--- src/rtl/nibble_reg_pkg.sv ---
// Shared types and constants for the nibble register loader.
package nibble_reg_pkg;

    localparam int NIB_W      = 4;
    localparam int BYTE_W     = 8;
    localparam int CHK_CYCLES = 2;

    typedef enum logic [2:0] {
        IDLE = 3'd0,
        NIB0 = 3'd1,
        CHK0 = 3'd2,
        NIB1 = 3'd3,
        CHK1 = 3'd4
    } state_t;

    // When first and msb_first agree, the upper nibble goes out.
    function automatic logic [NIB_W-1:0] pick_nibble(
        input logic [BYTE_W-1:0] b,
        input logic              first,
        input logic              msb_first
    );
        return (first == msb_first) ? b[BYTE_W-1:NIB_W] : b[NIB_W-1:0];
    endfunction

endpackage

--- src/rtl/nibble_hold_timer.sv ---
// Loadable down-counter; expired is high while the count sits at zero.
module nibble_hold_timer #(
    parameter int W = 2
) (
    input  logic         clk,
    input  logic         rst_n,
    input  logic         start,
    input  logic [W-1:0] count_val,
    output logic         expired
);

    localparam logic [W-1:0] ONE = W'(1);

    logic [W-1:0] count;

    always_ff @(posedge clk) begin
        if (!rst_n) begin
            count <= '0;
        end else if (start) begin
            count <= count_val;
        end else if (count != '0) begin
            count <= count - ONE;
        end
    end

    assign expired = (count == '0);

endmodule

--- src/rtl/nibble_reg_loader.sv ---
// Writes accepted bytes to a 4-bit load/data register as two held nibbles.
// Define NIBBLE_REG_LOADER_READBACK_EN to add readback check states and rb_err.
module nibble_reg_loader
    import nibble_reg_pkg::*;
#(
    parameter int HOLD_CYCLES = 2,
    parameter bit MSB_FIRST   = 1'b1
) (
    input  logic              clk,
    input  logic              rst_n,
    input  logic              in_valid,
    output logic              in_ready,
    input  logic [BYTE_W-1:0] in_data,
    output logic              load,
    output logic [NIB_W-1:0]  data_out,
    output logic              busy,
    output logic              done
`ifdef NIBBLE_REG_LOADER_READBACK_EN
    ,
    input  logic [BYTE_W-1:0] rb_data,
    output logic              rb_err
`endif
);

    localparam int CW = $clog2(HOLD_CYCLES + 1);
    localparam logic [CW-1:0] HOLD_LOAD = CW'(HOLD_CYCLES - 1);
`ifdef NIBBLE_REG_LOADER_READBACK_EN
    localparam logic [CW-1:0] CHK_LOAD = CW'(CHK_CYCLES - 1);
`endif

    state_t            state;
    state_t            state_nx;
    logic [BYTE_W-1:0] byte_q;
    logic [BYTE_W-1:0] cur_byte;
    logic              accept;
    logic              start;
    logic              expired;
    logic [CW-1:0]     count_val;

    // Valid/ready: a byte transfers on a posedge where in_valid and in_ready are both high.
    assign in_ready = (state == IDLE) & rst_n;
    assign accept   = in_valid & in_ready;
    assign cur_byte = accept ? in_data : byte_q;

    always_comb begin
        state_nx = state;
        start    = 1'b0;
        case (state)
            IDLE: begin
                if (accept) begin
                    state_nx = NIB0;
                    start    = 1'b1;
                end
            end
            NIB0: begin
                if (expired) begin
`ifdef NIBBLE_REG_LOADER_READBACK_EN
                    state_nx = CHK0;
`else
                    state_nx = NIB1;
`endif
                    start    = 1'b1;
                end
            end
`ifdef NIBBLE_REG_LOADER_READBACK_EN
            CHK0: begin
                if (expired) begin
                    state_nx = NIB1;
                    start    = 1'b1;
                end
            end
            CHK1: begin
                if (expired) begin
                    state_nx = IDLE;
                end
            end
`endif
            NIB1: begin
                if (expired) begin
`ifdef NIBBLE_REG_LOADER_READBACK_EN
                    state_nx = CHK1;
`else
                    state_nx = IDLE;
`endif
                    start    = 1'b1;
                end
            end
            default: begin
                state_nx = IDLE;
            end
        endcase
    end

    always_comb begin
        count_val = HOLD_LOAD;
`ifdef NIBBLE_REG_LOADER_READBACK_EN
        if (state_nx == CHK0 || state_nx == CHK1) begin
            count_val = CHK_LOAD;
        end
`endif
    end

    nibble_hold_timer #(
        .W(CW)
    ) u_timer (
        .clk       (clk),
        .rst_n     (rst_n),
        .start     (start),
        .count_val (count_val),
        .expired   (expired)
    );

    // Outputs are registered from the next state so they line up with the state they describe.
    always_ff @(posedge clk) begin
        if (!rst_n) begin
            state    <= IDLE;
            byte_q   <= '0;
            load     <= 1'b0;
            data_out <= '0;
            busy     <= 1'b0;
            done     <= 1'b0;
        end else begin
            state <= state_nx;
            if (accept) begin
                byte_q <= in_data;
            end
            load <= (state_nx == NIB0) || (state_nx == NIB1);
            busy <= (state_nx != IDLE);
            done <= (state != IDLE) && (state_nx == IDLE);
            if (state_nx == NIB0) begin
                data_out <= pick_nibble(cur_byte, 1'b1, MSB_FIRST);
            end else if (state_nx == NIB1) begin
                data_out <= pick_nibble(byte_q, 1'b0, MSB_FIRST);
            end
        end
    end

`ifdef NIBBLE_REG_LOADER_READBACK_EN
    // data_out still holds the nibble just written while in a check state.
    always_ff @(posedge clk) begin
        if (!rst_n) begin
            rb_err <= 1'b0;
        end else if ((state == CHK0 || state == CHK1) && expired
                     && (rb_data != {{(BYTE_W-NIB_W){1'b0}}, data_out})) begin
            rb_err <= 1'b1;
        end
    end
`endif

endmodule

--- config.mk ---
export PLATFORM = sky130hd
export DESIGN_NAME = nibble_reg_loader
export DESIGN_NICKNAME = d
export VERILOG_FILES = /design/src/rtl/nibble_reg_pkg.sv /design/src/rtl/nibble_hold_timer.sv /design/src/rtl/nibble_reg_loader.sv
export SDC_FILE = /design/constraint.sdc
export NUM_CORES = 1
export LEC_CHECK = 0
export BUFFER_PORTS_ARGS = -buffer_cell sky130_fd_sc_hd__buf_4
export CAP_MARGIN = 0
export CORE_AREA = 2 2 44 46
export DETAILED_ROUTE_END_ITERATION = 12
export DIE_AREA = 0 0 46 48
export PLACE_DENSITY = 0.79
export RECOVER_POWER = 25
export SLEW_MARGIN = 20
export SYNTH_ARGS = -nofsm -noshare
export SYNTH_HDL_FRONTEND = slang
export SYNTH_SLANG_ARGS = --single-unit
export TNS_END_PERCENT = 30
--- constraint.sdc ---
create_clock -name clk -period 1.9 [get_ports clk]
set_input_delay 0.285 -clock clk [delete_from_list [all_inputs] [get_ports clk]]
set_output_delay 0.285 -clock clk [all_outputs]
set_load 0.01 [all_outputs]
==> run metrics <==
status=finished clean; DRT iter0 DRCs=9; worst-skew pair later-pin latency=290 ps; Synth Area in XOR/XNOR=1.07%; EDFF count, synth=0; Vias=693; global route overflow=0; Max-slew headroom=62.7%; vias in the first global route=slightly above 600; Die Ht=48 um; port bufs=18; ys flop type=dfxtp_1; met2 wire len=804 um; DP Wirelength=about 1200 um; post-synthesis simple-gate area fraction=roughly 24%; Buf/Inv on CP=2; drc violations=0; R2R cell count=6; root buffer cell=clkbuf_4; die span in x=46 um; Synth top area share=48.9%; ys async rst share=0%; largest net degree at the start of global routing=15; WHS Endpoint=byte_q[1]$_SDFFE_PN0P_; skew final=2.20 ps; mux cell area share after synthesis=0%; Initial Util=48.4%; syn_nets=104; crit path time final=1690 ps; required time worst endpoint=between 2000 and 2500 ps; Synth area leaders=dfxtp_1 49%, nand3_1 6.1%, inv_1 4.6%, o32ai_1 4.3%, and3_1 3.8%; Metal-1 WL=735 um; Layout Cells excl Fill=between 100 and 150; Final setup viols=0; TritonCTS sink count=20; drt first pass iters=6; Post-CTS Hold Buffers=0; Post-Syn Instances=92; reg2reg end=data_out[1]$_SDFFE_PN0P_; Resize count post-CTS=0; Period Utilization, post-route=88.8%; clock buffer count from CTS=3; reg2reg start=u_timer.count[0]$_SDFFE_PN0P_; Layout area overhead=18.0%; Final GP Congestion=0.765; worst-path cell chain=inv_1 > ha_1 > inv_1 > a2bb2oi_1 > or3b_1 > o32ai_1; first-pass GRT wire length=2610 um; Hold Path Class=input pin to register; slowest CP cell=or3b_1; wire length on met3=about 95 um; Leak=0.447 nW; Worst Tran Pin Value=~550 ps; Yosys top cell by area=dfxtp_1; type of origin of the critical path=register; post-route ant nets=0; list of most frequent post-synthesis cells=20 x dfxtp_1, 10 x inv_1, 10 x nand3_1; Avg Vias per Cell=5.46; Avg Synthesized Cell Area=8.89 um^2; RSZ-0062 raised after global routing=false; maxcap violations=0; top layer reached by signal wires=met4; ant diodes=0; hold path start=in_data[1]; max incr delay on CP=470 ps; cell mode on critical path=inv_1; largest family of logic cells by synthesized area=simple AND/OR/NAND/NOR gates; Final #Nets=123; # H-tree levels=1; Pins Over Slew Limit=0; crit path DAT=1880 ps; share of layout cells above drive strength 1=around 17%; I/O Pins=19; routed wire length=1670 um; # placed instances=123; flop-to-flop setup slack=210 ps; CTS clock-pin slew for the worst setup and hold paths=110 ps; initial antenna violation count=0; flops & latches, synth=20; Fin Setup TNS=0 ps; cell with the most instances after synthesis=dfxtp_1; FP Rows=15; adder-cell share of the synthesized area=1.53%; post-synth cell types=24; Total Power Consumption=0.902 mW; CTS tree=yes; compound-cell area share of the yosys netlist=between 10% and 20%; hold depth=3; Final Hold Viols=0; CP top delay family=simple AND/OR/NAND/NOR gates; Peak Freq=between 500 and 600 MHz; die area=2210 um^2; CP Class=register to register; core area=1690 um^2; total track usage=between 10% and 20%; CP endpoint kind=register; Syn. warnings=0; Max rail drop VDD=a little over 0.6 mV; worst-path maximum fanout=7; WL/cell=13.1 um; Post-CTS Setup Inserts=0; Seq/Total Area, Yosys=between 40 and 50%; PwrDens=934 nW/um^2; clk buf depth=2; mapped cell area=818 um^2
[state kept, by name, summed over array words and instances, names as in the netlist]
name and flops:
busy 1, byte_q 8, data_out 4, done 1, load 1, state 3, u_timer.count 2
[worst reg2reg max path, delay by kind of cell, from the launching register on]
| family | cells | cell delay [ps] |
|---|---|---|
| adder cells (fa/ha/maj) | 1 | 260 |
| AO/OA/AOI/OAI | 2 | 400 |
| buffers and inverters | 2 | 130 |
| flip-flops | 1 | 320 |
| AND/OR/NAND/NOR | 1 | 470 |
[metal layers]
metal	vias to the layer above	track usage, %
li1	347	-
met1	320	18.6
met2	20	30.6
met3	6	4.91
met4	0	8.57
met5	-	0
[how the worst max path moves through the flow]
| stage | start | depth (start not counted) | endpoint | slack [ps] |
|---|---|---|---|---|
| floorplan | u_timer.count[0]$_SDFFE_PN0P_ | 7 | data_out[0]$_SDFFE_PN0P_ | 390 |
| global placement | u_timer.count[0]$_SDFFE_PN0P_ | 6 | data_out[3]$_SDFFE_PN0P_ | 310 |
| detailed placement | u_timer.count[0]$_SDFFE_PN0P_ | 6 | data_out[1]$_SDFFE_PN0P_ | 260 |
| CTS | u_timer.count[0]$_SDFFE_PN0P_ | 6 | data_out[1]$_SDFFE_PN0P_ | 230 |
| global route | u_timer.count[0]$_SDFFE_PN0P_ | 6 | data_out[2]$_SDFFE_PN0P_ | 100 |
| finish | u_timer.count[0]$_SDFFE_PN0P_ | 6 | data_out[1]$_SDFFE_PN0P_ | 210 |
[cells in the final DEF (no fill, tap or decap), types with 4 or more instances in the layout]
cell type,instances
dfxtp_1,20
buf_4,13
inv_1,10
nand3_1,10
nor2_1,7
clkbuf_1,6
nand2_1,5
and3_1,5
and2_1,4
o21a_1,4
o32ai_1,4
[final cells by class]
class	instances	area, um^2
Tap cell	17	21.3
Inverter	10	37.5
Fill cell	157	723
Clock buffer	4	36.3
Sequential cell	20	400
Multi-Input combinational cell	57	350
Timing Repair Buffer	19	120
[through the flow]
| step | setup slack, ps | hold WS, ps | utilization (%) | cell area (um^2) |
|---|---|---|---|---|
| final | 212 | 192 | 57.2 | 966 |
| after global routing | 96.0 | 185 | 57.2 | 966 |
| after CTS | 227 | 189 | 58.5 | 988 |
| after detailed placement | 256 | 448 | 56.4 | 952 |
| after global placement | 310 | 447 | 56.4 | 952 |
| after floorplan | 394 | 408 | - | 818 |
[report_power, final]
part / switching (mW) / internal [mW] / total [mW]
clock network: 0.123 / 0.117 / 0.240
logic: 0.105 / 0.0867 / 0.192
registers: 0.0160 / 0.455 / 0.471
[kinds of logic after synthesis]
kind of cell,Yosys count
simple gates,37
flops,20
compound gates,17
buf+inv,15
xor+xnor,1
fa+ha+maj,1
other cells,1
Note: power is estimated with default switching activity, not from simulation.
